File: config.mk
export PLATFORM = sky130hd
export DESIGN_NAME = load_store_unit
export DESIGN_NICKNAME = d
export VERILOG_FILES = /design/src/rtl/lsu_pkg.sv /design/src/rtl/lsu_align.sv /design/src/rtl/load_store_unit.sv
export SDC_FILE = /design/constraint.sdc
export NUM_CORES = 1
export LEC_CHECK = 0
export BUFFER_PORTS_ARGS = -buffer_cell sky130_fd_sc_hd__clkbuf_2
export CAP_MARGIN = 20
export CORE_ASPECT_RATIO = 0.7
export CORE_MARGIN = 3
export CORE_UTILIZATION = 55
export CTS_CLUSTER_SIZE = 28
export DETAILED_ROUTE_END_ITERATION = 10
export HOLD_SLACK_MARGIN = 0.05
export PLACE_DENSITY = 0.91
export SYNTH_ARGS = -nofsm -noshare
export SYNTH_HDL_FRONTEND = slang
export SYNTH_HIERARCHICAL = 1
export SYNTH_SLANG_ARGS = --single-unit
File: constraint.sdc
create_clock -name clk -period 4.5 [get_ports clk]
set_input_delay 0.675 -clock clk [delete_from_list [all_inputs] [get_ports clk]]
set_output_delay 0.675 -clock clk [all_outputs]
set_load 0.01 [all_outputs]
File: src/rtl/lsu_pkg.sv
// lsu_pkg
// Shared definitions for the load/store unit: RV32I funct3 width/sign codes
// for loads and stores, the controller state encoding, and the access
// legality check used when a request is accepted.
// No ports (package).
package lsu_pkg;

  // Load funct3 codes
  localparam logic [2:0] F3_LB  = 3'b000;
  localparam logic [2:0] F3_LH  = 3'b001;
  localparam logic [2:0] F3_LW  = 3'b010;
  localparam logic [2:0] F3_LBU = 3'b100;
  localparam logic [2:0] F3_LHU = 3'b101;

  // Store funct3 codes
  localparam logic [2:0] F3_SB  = 3'b000;
  localparam logic [2:0] F3_SH  = 3'b001;
  localparam logic [2:0] F3_SW  = 3'b010;

  // Controller state encoding
  typedef logic [2:0] lsu_state_t;
  localparam lsu_state_t ST_IDLE = 3'd0;
  localparam lsu_state_t ST_RD   = 3'd1;
  localparam lsu_state_t ST_WAIT = 3'd2;
  localparam lsu_state_t ST_WR   = 3'd3;
  localparam lsu_state_t ST_RESP = 3'd4;

  // Returns 1 for an unsupported funct3 or a misaligned halfword/word.
  // funct3[1:0] gives the access size for every legal load and store code,
  // so alignment can be checked once the code itself is known to be legal.
  function automatic logic lsu_access_err(input logic       write,
                                          input logic [2:0] funct3,
                                          input logic [1:0] addr_lo);
    logic err;
    err = 1'b0;
    if (write) begin
      if (!(funct3 inside {F3_SB, F3_SH, F3_SW})) err = 1'b1;
    end else begin
      if (funct3 inside {3'b011, 3'b110, 3'b111}) err = 1'b1;
    end
    if (!err) begin
      case (funct3[1:0])
        2'b01:   err = addr_lo[0];
        2'b10:   err = (addr_lo != 2'b00);
        default: err = 1'b0;
      endcase
    end
    return err;
  endfunction

endpackage

File: src/rtl/lsu_align.sv
// lsu_align
// Combinational lane logic for the load/store unit.
//   funct3      : RV32I width/sign code of the access
//   byte_off    : byte address bits [1:0]
//   mem_word    : word read from data RAM
//   store_data  : right-aligned store data
//   load_data   : selected lane, sign- or zero-extended (0 for illegal codes)
//   merged_data : mem_word with only the addressed lane replaced by store_data
module lsu_align (
  input  logic [2:0]  funct3,
  input  logic [1:0]  byte_off,
  input  logic [31:0] mem_word,
  input  logic [31:0] store_data,
  output logic [31:0] load_data,
  output logic [31:0] merged_data
);
  import lsu_pkg::*;

  logic [7:0]  sel_byte;
  logic [15:0] sel_half;

  // Little-endian lane selection: byte lane byte_off, halfword lane byte_off[1].
  always_comb begin
    sel_half = byte_off[1] ? mem_word[31:16] : mem_word[15:0];
    case (byte_off)
      2'd0:    sel_byte = mem_word[7:0];
      2'd1:    sel_byte = mem_word[15:8];
      2'd2:    sel_byte = mem_word[23:16];
      default: sel_byte = mem_word[31:24];
    endcase
  end

  // Load extension: signed codes replicate the lane's top bit.
  always_comb begin
    case (funct3)
      F3_LB:   load_data = {{24{sel_byte[7]}}, sel_byte};
      F3_LH:   load_data = {{16{sel_half[15]}}, sel_half};
      F3_LW:   load_data = mem_word;
      F3_LBU:  load_data = {24'h000000, sel_byte};
      F3_LHU:  load_data = {16'h0000, sel_half};
      default: load_data = 32'h0;
    endcase
  end

  // Store merge for read-modify-write: untouched lanes keep the RAM contents.
  always_comb begin
    merged_data = mem_word;
    case (funct3)
      F3_SB: begin
        case (byte_off)
          2'd0:    merged_data[7:0]   = store_data[7:0];
          2'd1:    merged_data[15:8]  = store_data[7:0];
          2'd2:    merged_data[23:16] = store_data[7:0];
          default: merged_data[31:24] = store_data[7:0];
        endcase
      end
      F3_SH: begin
        if (byte_off[1]) merged_data[31:16] = store_data[15:0];
        else             merged_data[15:0]  = store_data[15:0];
      end
      F3_SW:   merged_data = store_data;
      default: merged_data = mem_word;
    endcase
  end

endmodule

File: src/rtl/load_store_unit.sv
// load_store_unit
// RV32I load/store unit in front of a single-port synchronous data RAM.
// Byte and halfword stores are done as read-modify-write; word stores write
// directly. Illegal or misaligned accesses answer with resp_err without
// touching the RAM.
//   clk, rst_n          : clock (rising edge), async active-low reset
//   req_valid/req_ready : request handshake (ready only when idle)
//   req_write           : 1 = store, 0 = load
//   req_funct3          : RV32I width/sign code
//   req_addr, req_wdata : byte address, right-aligned store data
//   resp_valid          : one-cycle completion pulse
//   resp_rdata          : extended load data (0 for stores and errors)
//   resp_err            : misaligned/illegal access flag
//   mem_addr            : RAM word address (req_addr >> 2)
//   mem_write, mem_din  : RAM write strobe and data
//   mem_dout            : RAM read data, one cycle after the address
module load_store_unit #(
  parameter int WORD = 32,
  parameter int ADDR = 32
) (
  input  logic            clk,
  input  logic            rst_n,
  input  logic            req_valid,
  output logic            req_ready,
  input  logic            req_write,
  input  logic [2:0]      req_funct3,
  input  logic [ADDR-1:0] req_addr,
  input  logic [WORD-1:0] req_wdata,
  output logic            resp_valid,
  output logic [WORD-1:0] resp_rdata,
  output logic            resp_err,
  output logic [ADDR-1:0] mem_addr,
  output logic            mem_write,
  output logic [WORD-1:0] mem_din,
  input  logic [WORD-1:0] mem_dout
);
  import lsu_pkg::*;

  lsu_state_t      state;
  logic            write_q;
  logic [2:0]      funct3_q;
  logic [1:0]      off_q;
  logic [WORD-1:0] wdata_q;
  logic [WORD-1:0] load_data;
  logic [WORD-1:0] merged_data;

  assign req_ready = (state == ST_IDLE);

  // Lane logic works on the live RAM output; it is only consumed in WAIT,
  // the one cycle in which mem_dout holds the addressed word.
  lsu_align u_align (
    .funct3      (funct3_q),
    .byte_off    (off_q),
    .mem_word    (mem_dout),
    .store_data  (wdata_q),
    .load_data   (load_data),
    .merged_data (merged_data)
  );

  // Controller. All outputs are registered and set on the transition into
  // the state that owns them, so mem_write is high exactly while in WR and
  // resp_valid exactly while in RESP. mem_addr is loaded once at accept and
  // then held until the unit is idle again.
  always_ff @(posedge clk or negedge rst_n) begin
    if (!rst_n) begin
      state      <= ST_IDLE;
      write_q    <= 1'b0;
      funct3_q   <= 3'b000;
      off_q      <= 2'b00;
      wdata_q    <= '0;
      resp_valid <= 1'b0;
      resp_err   <= 1'b0;
      resp_rdata <= '0;
      mem_addr   <= '0;
      mem_write  <= 1'b0;
      mem_din    <= '0;
    end else begin
      resp_valid <= 1'b0;
      resp_err   <= 1'b0;
      mem_write  <= 1'b0;
      case (state)
        ST_IDLE: begin
          if (req_valid) begin
            write_q  <= req_write;
            funct3_q <= req_funct3;
            off_q    <= req_addr[1:0];
            wdata_q  <= req_wdata;
            if (lsu_access_err(req_write, req_funct3, req_addr[1:0])) begin
              state      <= ST_RESP;
              resp_valid <= 1'b1;
              resp_err   <= 1'b1;
              resp_rdata <= '0;
            end else begin
              mem_addr <= req_addr >> 2;
              if (req_write && req_funct3 == F3_SW) begin
                state     <= ST_WR;
                mem_write <= 1'b1;
                mem_din   <= req_wdata;
              end else begin
                state <= ST_RD;
              end
            end
          end
        end
        ST_RD: state <= ST_WAIT;
        ST_WAIT: begin
          if (write_q) begin
            state     <= ST_WR;
            mem_write <= 1'b1;
            mem_din   <= merged_data;
          end else begin
            state      <= ST_RESP;
            resp_valid <= 1'b1;
            resp_rdata <= load_data;
          end
        end
        ST_WR: begin
          state      <= ST_RESP;
          resp_valid <= 1'b1;
          resp_rdata <= '0;
        end
        ST_RESP: state <= ST_IDLE;
        default: state <= ST_IDLE;
      endcase
    end
  end

endmodule

==> qor.csv, run 1 <==
metric,value,unit
placed insts,1024,
Post-synth EDFFs,0,
Area Overhead vs Synth,20.74,%
total power,0.006992,W
Num CTS Buffers,17,
# clock sinks,138,
maxcap violations,0,
Pre-Repair DR Iteration Count,7,
"Clk Latency, worst-skew pair",0.42,ns
CTS tree,yes,
RSZ-0062 raised after global routing,no,
worst path arrival time,3.06,ns
GRT Resource Usage Total,27.28,%
Worst Path Required,4.81,ns
Synth async-reset ratio,100.0,%
Yosys top cell area share,45.21,%
Avg WL per Cell,19.99,µm
fraction of layout cells with a size suffix above 1,45.81,%
fill cell count,982,
routed via count,6331,
total grt overflow,0,
YS warnings,6,
Total Wirelength,21110,µm
Detail Route Antenna Nets,0,
register area share after synthesis,45.21,%
Starting Density,57.19,%
Final Slew Violations,0,
H-tree depth,4,
Clock Skews,0.01249,ns
Synth Register Bits,138,
pin count of the biggest net entering global routing,106,
Ports,203,
DR iter-0 viols,679,
DIE AREA,0.01536,mm²
final hold vios,0,
cts repair resizes,0,
"count leader, synth",dfrtp_1,
leading cell types by count after synthesis,"dfrtp_1 (138), mux2_2 (108), nand2_1 (86)",
Mapped Cells,679,
Cell variety after synth,62,
Post-route DRC,0,
achievable frequency,0.3635,GHz
Die Ht,104.6,µm
Worst slew margin,31.60,%
Finish-stage setup viols,0,
Die W,146.9,µm
Worst Hold Class,input pin to asynchronous set/reset pin,
status,completed,
Pwr Density,758.1,mW/mm²
fin nets,965,
setup total negative slack,0,ns
syn_area_per_cell,11.25,µm²
Synth area leader,dfrtp_1,
Setup crit end kind,register,
"Min Clock Period, post-route",2.751,ns
worst setup path start,funct3_q[1]$_DFFE_PN0P_,
Critical R2R Launch,funct3_q[1]$_DFFE_PN0P_,
actual slew at the worst max-slew pin,1.026,ns
crit start category,register,
"Primary FF master, synth",dfrtp_1,
Clock transition at path regs,0.07,ns
DP HPWL,15180,µm
routability cong.,0.9891,
I/O Buffers,200,
drt via density,5.995,
Setup Buffers After CTS,0,
initial antenna violation count,1,
"Hold-fix buffers, CTS",0,
Layout Cells excl Fill,1056,
CTS max path bufs,2,
P_leak,4.339,nW
core region area,0.01336,mm²
leading post-synthesis cells by cell area,"dfrtp_1 (45%), mux2_2 (16%), mux2_4 (5.3%)",
vias in the first global route,6069,
final period utilization,61.13,%
Mapped Area,0.007639,mm²
Antenna Cells,0,
"IR drop worst, VDD",0.0003883,V
first-pass GRT wire length,33130,µm
CP Class,register to register,
row cnt,35,
Worst Path Max Fanout,22,
clock root cell,clkbuf_16,
==> logic make-up (layout without fill, tap and decap cells) <==
kind of cell | after synthesis | count (layout) | share of synthesized area, %
adder cells (fa/ha/maj) | 4 | 4 | 0.6552
AO/OA/AOI/OAI | 142 | 142 | 12.84
other | 1 | 2 | 0.04909
multiplexers | 165 | 165 | 25.67
buffers and inverters | 65 | 256 | 5.176
flip-flops | 138 | 138 | 45.21
AND/OR/NAND/NOR | 164 | 164 | 10.40
==> cell type report <==
cell class                 count  area (µm²)  area share (%)
inverter                      13       48.80          0.5291
multi-input combinational    477        3816           41.38
sequential                   138        3453           37.44
clock buffer                  17       425.4           4.613
clock inverter                15       157.7           1.709
tap                          185       231.5           2.510
timing repair buffer         211        1090           11.82
==> layer usage <==
metal  routed length (µm)  track usage (%)  part of all wire, %
met1                 9035            38.15                   43
met2                 9728            42.13                   46
met5                   10                0                0.047
met3                 1987            6.545                  9.4
met4                  352            8.926                  1.7
==> power by group <==
part	switching [W]	leakage (nW)	internal, W
sequential	0.000610	1.70	0.00185
combinational	0.00159	2.36	0.00157
clock	0.000597	0.280	0.000783
==> cell usage in the layout, fill, tap and decap left out, types with 4 or more instances in the layout <==
cell type / count
clkbuf_16: 17
a222oi_1: 8
o21ai_1: 7
mux2_2: 108
a221o_1: 6
inv_1: 13
a21oi_1: 18
nor2b_1: 4
clkbuf_2: 199
o211ai_1: 9
nand2b_1: 13
nor2_1: 11
ha_1: 4
mux2_1: 11
o22ai_1: 10
nand3_1: 32
buf_4: 11
nand2_1: 86
dfrtp_1: 138
inv_8: 5
mux2i_1: 17
mux2_4: 27
a22oi_1: 23
o21ai_0: 35
a211oi_1: 5
==> metrics by stage <==
stage | worst slack [ns] | util (%) | cell area (µm²) | hold WS (ns)
global placement | 1.484 | 64.68 | 8640 | 0.4732
floorplan | 2.174 | - | 7642 | 0.3794
finish | 1.749 | 69.05 | 9223 | 0.3510
global route | 1.629 | 69.05 | 9223 | 0.4378
detailed placement | 1.395 | 64.68 | 8640 | 0.4788
CTS | 1.836 | 69.05 | 9223 | 0.4044
==> worst paths after layout <==
kind	to	slack, ns	cells past startpoint
worst max-delay path	mem_din[8]$_DFFE_PN0P_	1.75	7
max in group asynchronous	mem_addr[14]$_DFFE_PN0P_	3.16	2
worst max register to register	mem_din[8]$_DFFE_PN0P_	1.75	7
worst min register to register	mem_din[5]$_DFFE_PN0P_	0.49	1
worst min-delay path	resp_rdata[25]$_DFFE_PN0P_	0.35	1
min in group clk	mem_addr[29]$_DFFE_PN0P_	0.47	2
==> sequential cells by signal, indices dropped and copies added (netlist names) <==
name	flops
mem_din	32
resp_rdata	32
wdata_q	32
mem_addr	30
funct3_q	3
state	3
off_q	2
mem_write	1
resp_err	1
resp_valid	1
write_q	1
==> worst max-delay path: stages, from the launching register on <==
cell and delay, ns:
dfrtp_1 0.77, buf_4 0.36, nor2_1 0.10, a31o_2 0.37, a222oi_1 0.41, inv_1 0.09, mux2_2 0.27, mux2_2 0.26
(Power assumes the default switching activity.)
==> inputs of run 2 (changes only) <==
- ABC_AREA: not set -> 1
- CORE_UTILIZATION: 55 -> 50
- PLACE_DENSITY: 0.91 -> 0.86
- clock period: 4.5 -> 2.3 ns (I/O delays scaled with it)
==> run 2 against run 1 <==
  * Final cell count is 72% higher
  * Setup slack worse by 1.5 ns
  * Routed wire length is 36% higher
  * Register-to-register slack worse by 1.5 ns
  * Hold slack worse by 0.25 ns
  * Area after synthesis is 16% higher
  * Sequential power is 76% higher
  * Global-route usage is 2.3 points higher
  * Sequential share of layout area is 5.1 points lower
  * Clock-buffer cell count is 1 higher
  * Clock power is 100% higher
  * Via count is 54% higher
  * Largest power group unchanged
==> qor.csv, run 2 <==
metric,value,unit,change
status,completed,,
final period utilization,90.97,%,+30 points
Layout Cells excl Fill,1812,,+72%
setup total negative slack,0,ns,unchanged
Total Wirelength,28720,µm,+36%
Pre-Repair DR Iteration Count,6,,-1
Setup crit end kind,register,,
placed insts,1779,,+74%
Pwr Density,1439,mW/mm²,+90%
YS warnings,6,,unchanged
P_leak,6.204,nW,+43%
"count leader, synth",nand2_1,,
routability cong.,1.040,,+5.2%
Worst slew margin,47.44,%,+16 points
Post-synth EDFFs,0,,unchanged
"IR drop worst, VDD",0.0007570,V,+95%
Ports,203,,unchanged
row cnt,40,,+14%
Top Registers,"mem_din (32), resp_rdata (32), wdata_q (32)",,
Switching Fraction,49.08,%,+9.1 points
leading cell types by count after synthesis,"nand2_1 (552), nor2_1 (166), inv_1 (149)",,
DR iter-0 viols,1367,,+100%
Worst Path Required,2.66,ns,-2.15 ns
Worst Hold Class,input pin to register,,
routed via count,9727,,+54%
CTS max path bufs,2,,unchanged
# clock sinks,138,,unchanged
"most common cell after layout, fill and taps aside",nand2_1,,
first-pass GRT wire length,46150,µm,+39%
DIE AREA,0.01945,mm²,+27%
vias in the first global route,8776,,+45%
fraction of layout cells with a size suffix above 1,19.86,%,-26 points
"Min Clock Period, post-route",2.092,ns,-0.6587 ns
Clock transition at path regs,0.07,ns,about the same
fin util,61.68,%,-7.4 points
CP Class,register to register,,
sequential share of power,28.1,%,-7.0 points
Synth area leader,dfrtp_1,,
Yosys top cell area share,38.82,%,-6.4 points
I/O Buffers,200,,unchanged
Final Slew Violations,0,,unchanged
"Primary FF master, synth",dfrtp_1,,
Area Overhead vs Synth,20.07,%,
maxcap violations,0,,unchanged
GRT Resource Usage Total,29.58,%,+2.3 points
H-tree depth,4,,unchanged
Avg WL per Cell,15.85,µm,-21%
Worst Path Max Fanout,24,,+9.1%
Detail Route Antenna Nets,0,,unchanged
Combinational Power Share,53.8,%,+8.7 points
drt via density,5.368,,-10%
Synth Register Bits,138,,unchanged
Mapped Cells,1395,,+110%
Starting Density,51.37,%,-5.8 points
Die Ht,117.6,µm,+12%
CTS tree,yes,,
pre-CTS WS,0.3017,ns,-1.093 ns
cell internal pwr,0.007827,W,+87%
pin count of the biggest net entering global routing,61,,-42%
Finish-stage setup viols,0,,unchanged
initial antenna violation count,0,,-1
Antenna Cells,0,,unchanged
Worst Hold Slack,0.1025,ns,-0.2485 ns
Cell variety after synth,28,,-55%
switching pwr,0.007545,W,+170%
"commonest cells after routing, fill and taps aside","nand2_1 (550), clkbuf_2 (199), nor2_1 (165), inv_1 (149), nand3_1 (142)",,
achievable frequency,0.4779,GHz,+31%
clock root cell,clkbuf_16,,
RSZ-0062 raised after global routing,no,,
Mapped Area,0.008896,mm²,+16%
Num CTS Buffers,17,,unchanged
final hold vios,0,,unchanged
Clock power frac,18.1,%,-1.6 points
"Clk Latency, worst-skew pair",0.44,ns,+0.02 ns
fin nets,1675,,+74%
leading post-synthesis cells by cell area,"dfrtp_1 (39%), nand2_1 (23%), nand3_1 (8.0%)",,
Clock Skews,0.02003,ns,+0.007535 ns
syn_area_per_cell,6.377,µm²,-43%
Die W,165.4,µm,+13%
DP HPWL,20820,µm,+37%
Post-route DRC,0,,unchanged
actual slew at the worst max-slew pin,0.7872,ns,-0.2387 ns
crit start category,register,,
final worst slack,0.2077,ns,-1.541 ns
total grt overflow,0,,unchanged
cts repair resizes,0,,unchanged
core region area,0.01732,mm²,+30%
worst path arrival time,2.45,ns,-0.61 ns
Synth async-reset ratio,100.0,%,unchanged
register area share after synthesis,38.82,%,-6.4 points
## run 2: metrics by stage
step           area, µm²  total power [W]
2_1_floorplan       8900         0.009744
3_3_place_gp       10080          0.01222
3_5_place_dp       10080          0.01244
4_1_cts            10680          0.01528
5_1_grt            10680          0.01660
6_report           10680          0.01537
## run 2: power by group through the flow
stage          sequential [W]  combinational [W]  clock [W]
2_1_floorplan         0.00450            0.00524          0
3_3_place_gp          0.00432            0.00791          0
3_5_place_dp          0.00432            0.00811          0
4_1_cts               0.00431            0.00816    0.00280
5_1_grt               0.00445            0.00924    0.00291
6_report              0.00432            0.00827    0.00278
## run 2: final timing paths
kind | end | from | cells past startpoint | slack, ns
setup / recovery | resp_rdata[29]$_DFFE_PN0P_ | off_q[1]$_DFFE_PN0P_ | 9 | 0.21
min in group asynchronous | mem_din[18]$_DFFE_PN0P_ | rst_n | 2 | 0.46
max in group asynchronous | mem_addr[3]$_DFFE_PN0P_ | rst_n | 3 | 1.20
hold reg to reg | mem_addr[11]$_DFFE_PN0P_ | mem_addr[11]$_DFFE_PN0P_ | 2 | 0.47
hold / removal | mem_addr[27]$_DFFE_PN0P_ | req_addr[29] | 3 | 0.10
setup reg to reg | resp_rdata[29]$_DFFE_PN0P_ | off_q[1]$_DFFE_PN0P_ | 9 | 0.21
## run 2: cell families after synthesis
family | after synthesis | share of synthesized area, %
AO/OA/AOI/OAI | 97 | 6.343
buffers and inverters | 242 | 11.63
other | 1 | 0.04215
adder cells (fa/ha/maj) | 4 | 0.5626
AND/OR/NAND/NOR | 913 | 42.60
flip-flops | 138 | 38.82
## run 2: final cells by class
class / count / area [µm²]
fill: 1656 / 6635
multi-input combinational: 1016 / 4419
sequential: 138 / 3455
timing repair buffer: 234 / 1328
inverter: 161 / 604.3
clock buffer: 18 / 439.2
tap: 231 / 289.0
clock inverter: 14 / 147.6
## run 2: what timing repair did
item,in CTS,in global routing
hold endpoints to repair,55,0
hold buffers,1,0
buffers inserted,0,0
## run 2: layer usage
| metal | wire length [µm] | global-route usage (%) | share of wire, % | vias to the layer above |
|---|---|---|---|---|
| li1 | - | - | - | 4653 |
| met4 | 517 | 7.688 | 1.8 | 0 |
| met3 | 3256 | 6.824 | 11 | 57 |
| met1 | 12670 | 44.37 | 44 | 4447 |
| met2 | 12280 | 42.94 | 43 | 570 |
| met5 | 0 | 0 | 0 | - |
## run 2: worst max-delay path: stages (launching register included)
cell and delay, ns:
dfrtp_2 0.53, inv_2 0.23, nand2_1 0.10, nand3_1 0.12, nand3_2 0.42, nand3_1 0.20, inv_1 0.05, nor2_1 0.13
nand4_1 0.13, nand2_1 0.10
==> inputs of run 3 (changes only) <==
- PLACE_DENSITY: 0.86 -> 0.78
==> run 3 against run 2 <==
  * Die area stayed put
  * Global-route usage increased by 0.49 points
  * Clock power up 4%
  * Critical path type unchanged
==> qor.csv, run 3 (synthesized netlist as in run 2, its figures left out) <==
metric,value,unit,change
Worst Path Max Fanout,24,,unchanged
vias in the first global route,8781,,+0.057%
DIE AREA,0.01945,mm²,unchanged
fraction of layout cells with a size suffix above 1,19.81,%,-0.051 points
maxcap violations,0,,unchanged
crit start category,register,,
Final Slew Violations,0,,unchanged
first-pass GRT wire length,46520,µm,+0.81%
Detail Route Antenna Nets,0,,unchanged
Reg2Reg Setup Slack,0.20,ns,about the same
GRT Resource Usage Total,30.08,%,+0.49 points
Worst Hold Class,input pin to register,,
Die Ht,117.6,µm,unchanged
Setup Buffers After CTS,0,,unchanged
Starting Density,51.37,%,unchanged
CTS max path bufs,2,,unchanged
Top Registers,"mem_din (32), resp_rdata (32), wdata_q (32)",,
"Clk Latency, worst-skew pair",0.43,ns,about the same
# clock sinks,138,,unchanged
Num CTS Buffers,17,,unchanged
cts repair resizes,0,,unchanged
Die W,165.4,µm,unchanged
worst hold path depth,3,,unchanged
Register-to-Register Path Depth,9,,unchanged
Area Overhead vs Synth,19.93,%,
Ports,203,,unchanged
status,completed,,
Finish-stage setup viols,0,,unchanged
sequential share of power,27.8,%,-0.3 points
initial antenna violation count,0,,unchanged
setup total negative slack,0,ns,unchanged
final period utilization,91.21,%,+0.24 points
CP Class,register to register,,
Worst Hold Endpoint,mem_addr[23]$_DFFE_PN0P_,,
Critical R2R Launch,off_q[1]$_DFFE_PN0P_,,
worst r2r dst,resp_rdata[28]$_DFFE_PN0P_,,
"Hold-fix buffers, CTS",1,,unchanged
cell internal pwr,0.007953,W,+1.6%
"IR drop worst, VDD",0.0006571,V,-13%
CTS tree,yes,,
Worst slew margin,57.29,%,+9.9 points
achievable frequency,0.4767,GHz,-0.27%
Switching Fraction,48.25,%,-0.83 points
Antenna Cells,0,,unchanged
Total Wirelength,28450,µm,-0.95%
Pre-Repair DR Iteration Count,6,,unchanged
pin count of the biggest net entering global routing,66,,+8.2%
"commonest cells after routing, fill and taps aside","nand2_1 (550), clkbuf_2 (199), nor2_1 (165), inv_1 (149), nand3_1 (142)",,
final hold vios,0,,unchanged
clock root cell,clkbuf_16,,
P_leak,6.203,nW,about the same
H-tree depth,4,,unchanged
RSZ-0062 raised after global routing,no,,
min-delay src,req_addr[25],,
worst path arrival time,2.47,ns,+0.02 ns
"most common cell after layout, fill and taps aside",nand2_1,,
Clock power frac,18.7,%,+0.6 points
total grt overflow,0,,unchanged
Clock Skews,0.008748,ns,-0.01128 ns
Worst Hold Slack,0.1114,ns,+0.008882 ns
routed via count,9510,,-2.2%
total power,0.01537,W,about the same
DR iter-0 viols,1285,,-6.0%
core region area,0.01732,mm²,unchanged
DP HPWL,20470,µm,-1.7%
Combinational Power Share,53.4,%,-0.4 points
fin nets,1674,,-0.060%
row cnt,40,,unchanged
actual slew at the worst max-slew pin,0.6382,ns,-0.1490 ns
Pwr Density,1441,mW/mm²,+0.10%
Post-route DRC,0,,unchanged
Avg WL per Cell,15.71,µm,-0.89%
"Min Clock Period, post-route",2.098,ns,+0.005635 ns
drt via density,5.251,,-2.2%
I/O Buffers,200,,unchanged
Setup crit end kind,register,,
routability cong.,1.021,,-1.9%
Clock transition at path regs,0.06,ns,about the same
switching pwr,0.007416,W,-1.7%
Worst Path Required,2.67,ns,about the same
[run 3: cell types whose count changed in the layout (fill, tap and decap cells not counted), sizes merged]
| cell | before | now |
|---|---|---|
| inv | 170 | 165 |
| bufinv | 1 | 3 |
| clkinv | 1 | 4 |
| buf | 34 | 33 |
[run 3: worst max path at each step]
| stage | startpoint | endpoint | slack (ns) | cells after the start |
|---|---|---|---|---|
| finish | off_q[1]$_DFFE_PN0P_ | resp_rdata[28]$_DFFE_PN0P_ | 0.20 | 9 |
| global route | off_q[1]$_DFFE_PN0P_ | resp_rdata[28]$_DFFE_PN0P_ | 0.07 | 9 |
| CTS | off_q[1]$_DFFE_PN0P_ | resp_rdata[28]$_DFFE_PN0P_ | 0.28 | 9 |
| detailed placement | off_q[1]$_DFFE_PN0P_ | resp_rdata[28]$_DFFE_PN0P_ | 0.30 | 9 |
| global placement | off_q[1]$_DFFE_PN0P_ | resp_rdata[9]$_DFFE_PN0P_ | 0.37 | 9 |
| floorplan | req_funct3[0] | mem_din[1]$_DFFE_PN0P_ | 0.76 | 11 |
[run 3: metrics by stage]
step,utilization (%),std cells,setup slack [ns],cell area (µm²)
after global routing,61.61,1811,0.06882,10670
after detailed placement,58.05,1778,0.3044,10050
after CTS,61.61,1811,0.2834,10670
final,61.61,1811,0.2021,10670
after floorplan,-,1396,0.7590,8900
after global placement,58.05,1778,0.3686,10050
[run 3: final cells by class]
class | instances | area (µm²)
inverters | 161 | 604.3
well taps | 231 | 289.0
multi-input cells | 1016 | 4419
repair buffers | 233 | 1295
clock inverters | 14 | 167.7
flip-flops and latches | 138 | 3455
fillers | 1697 | 6648
clock buffers | 18 | 439.2
[run 3: metal layers]
layer	GRT usage (%)	share of wire (%)
met1	45.85	46
met2	42.89	43
met3	7.281	9.7
met4	7.169	1.6
met5	0	0
[run 3: critical path, stage by stage, from the launching register on]
cell,delay [ns]
dfrtp_2,0.51
buf_4,0.25
nand2_1,0.10
nand3_1,0.13
nand3_2,0.43
nand3_1,0.22
inv_1,0.05
nor2_1,0.12
nand4_1,0.11
nand2_1,0.09
[run 3: power groups by stage]
stage,sequential (W),clock (W),combinational [W]
floorplan,0.00450,0,0.00524
global placement,0.00426,0,0.00790
detailed placement,0.00429,0,0.00806
CTS,0.00428,0.00292,0.00811
global route,0.00442,0.00305,0.00923
finish,0.00428,0.00288,0.00821
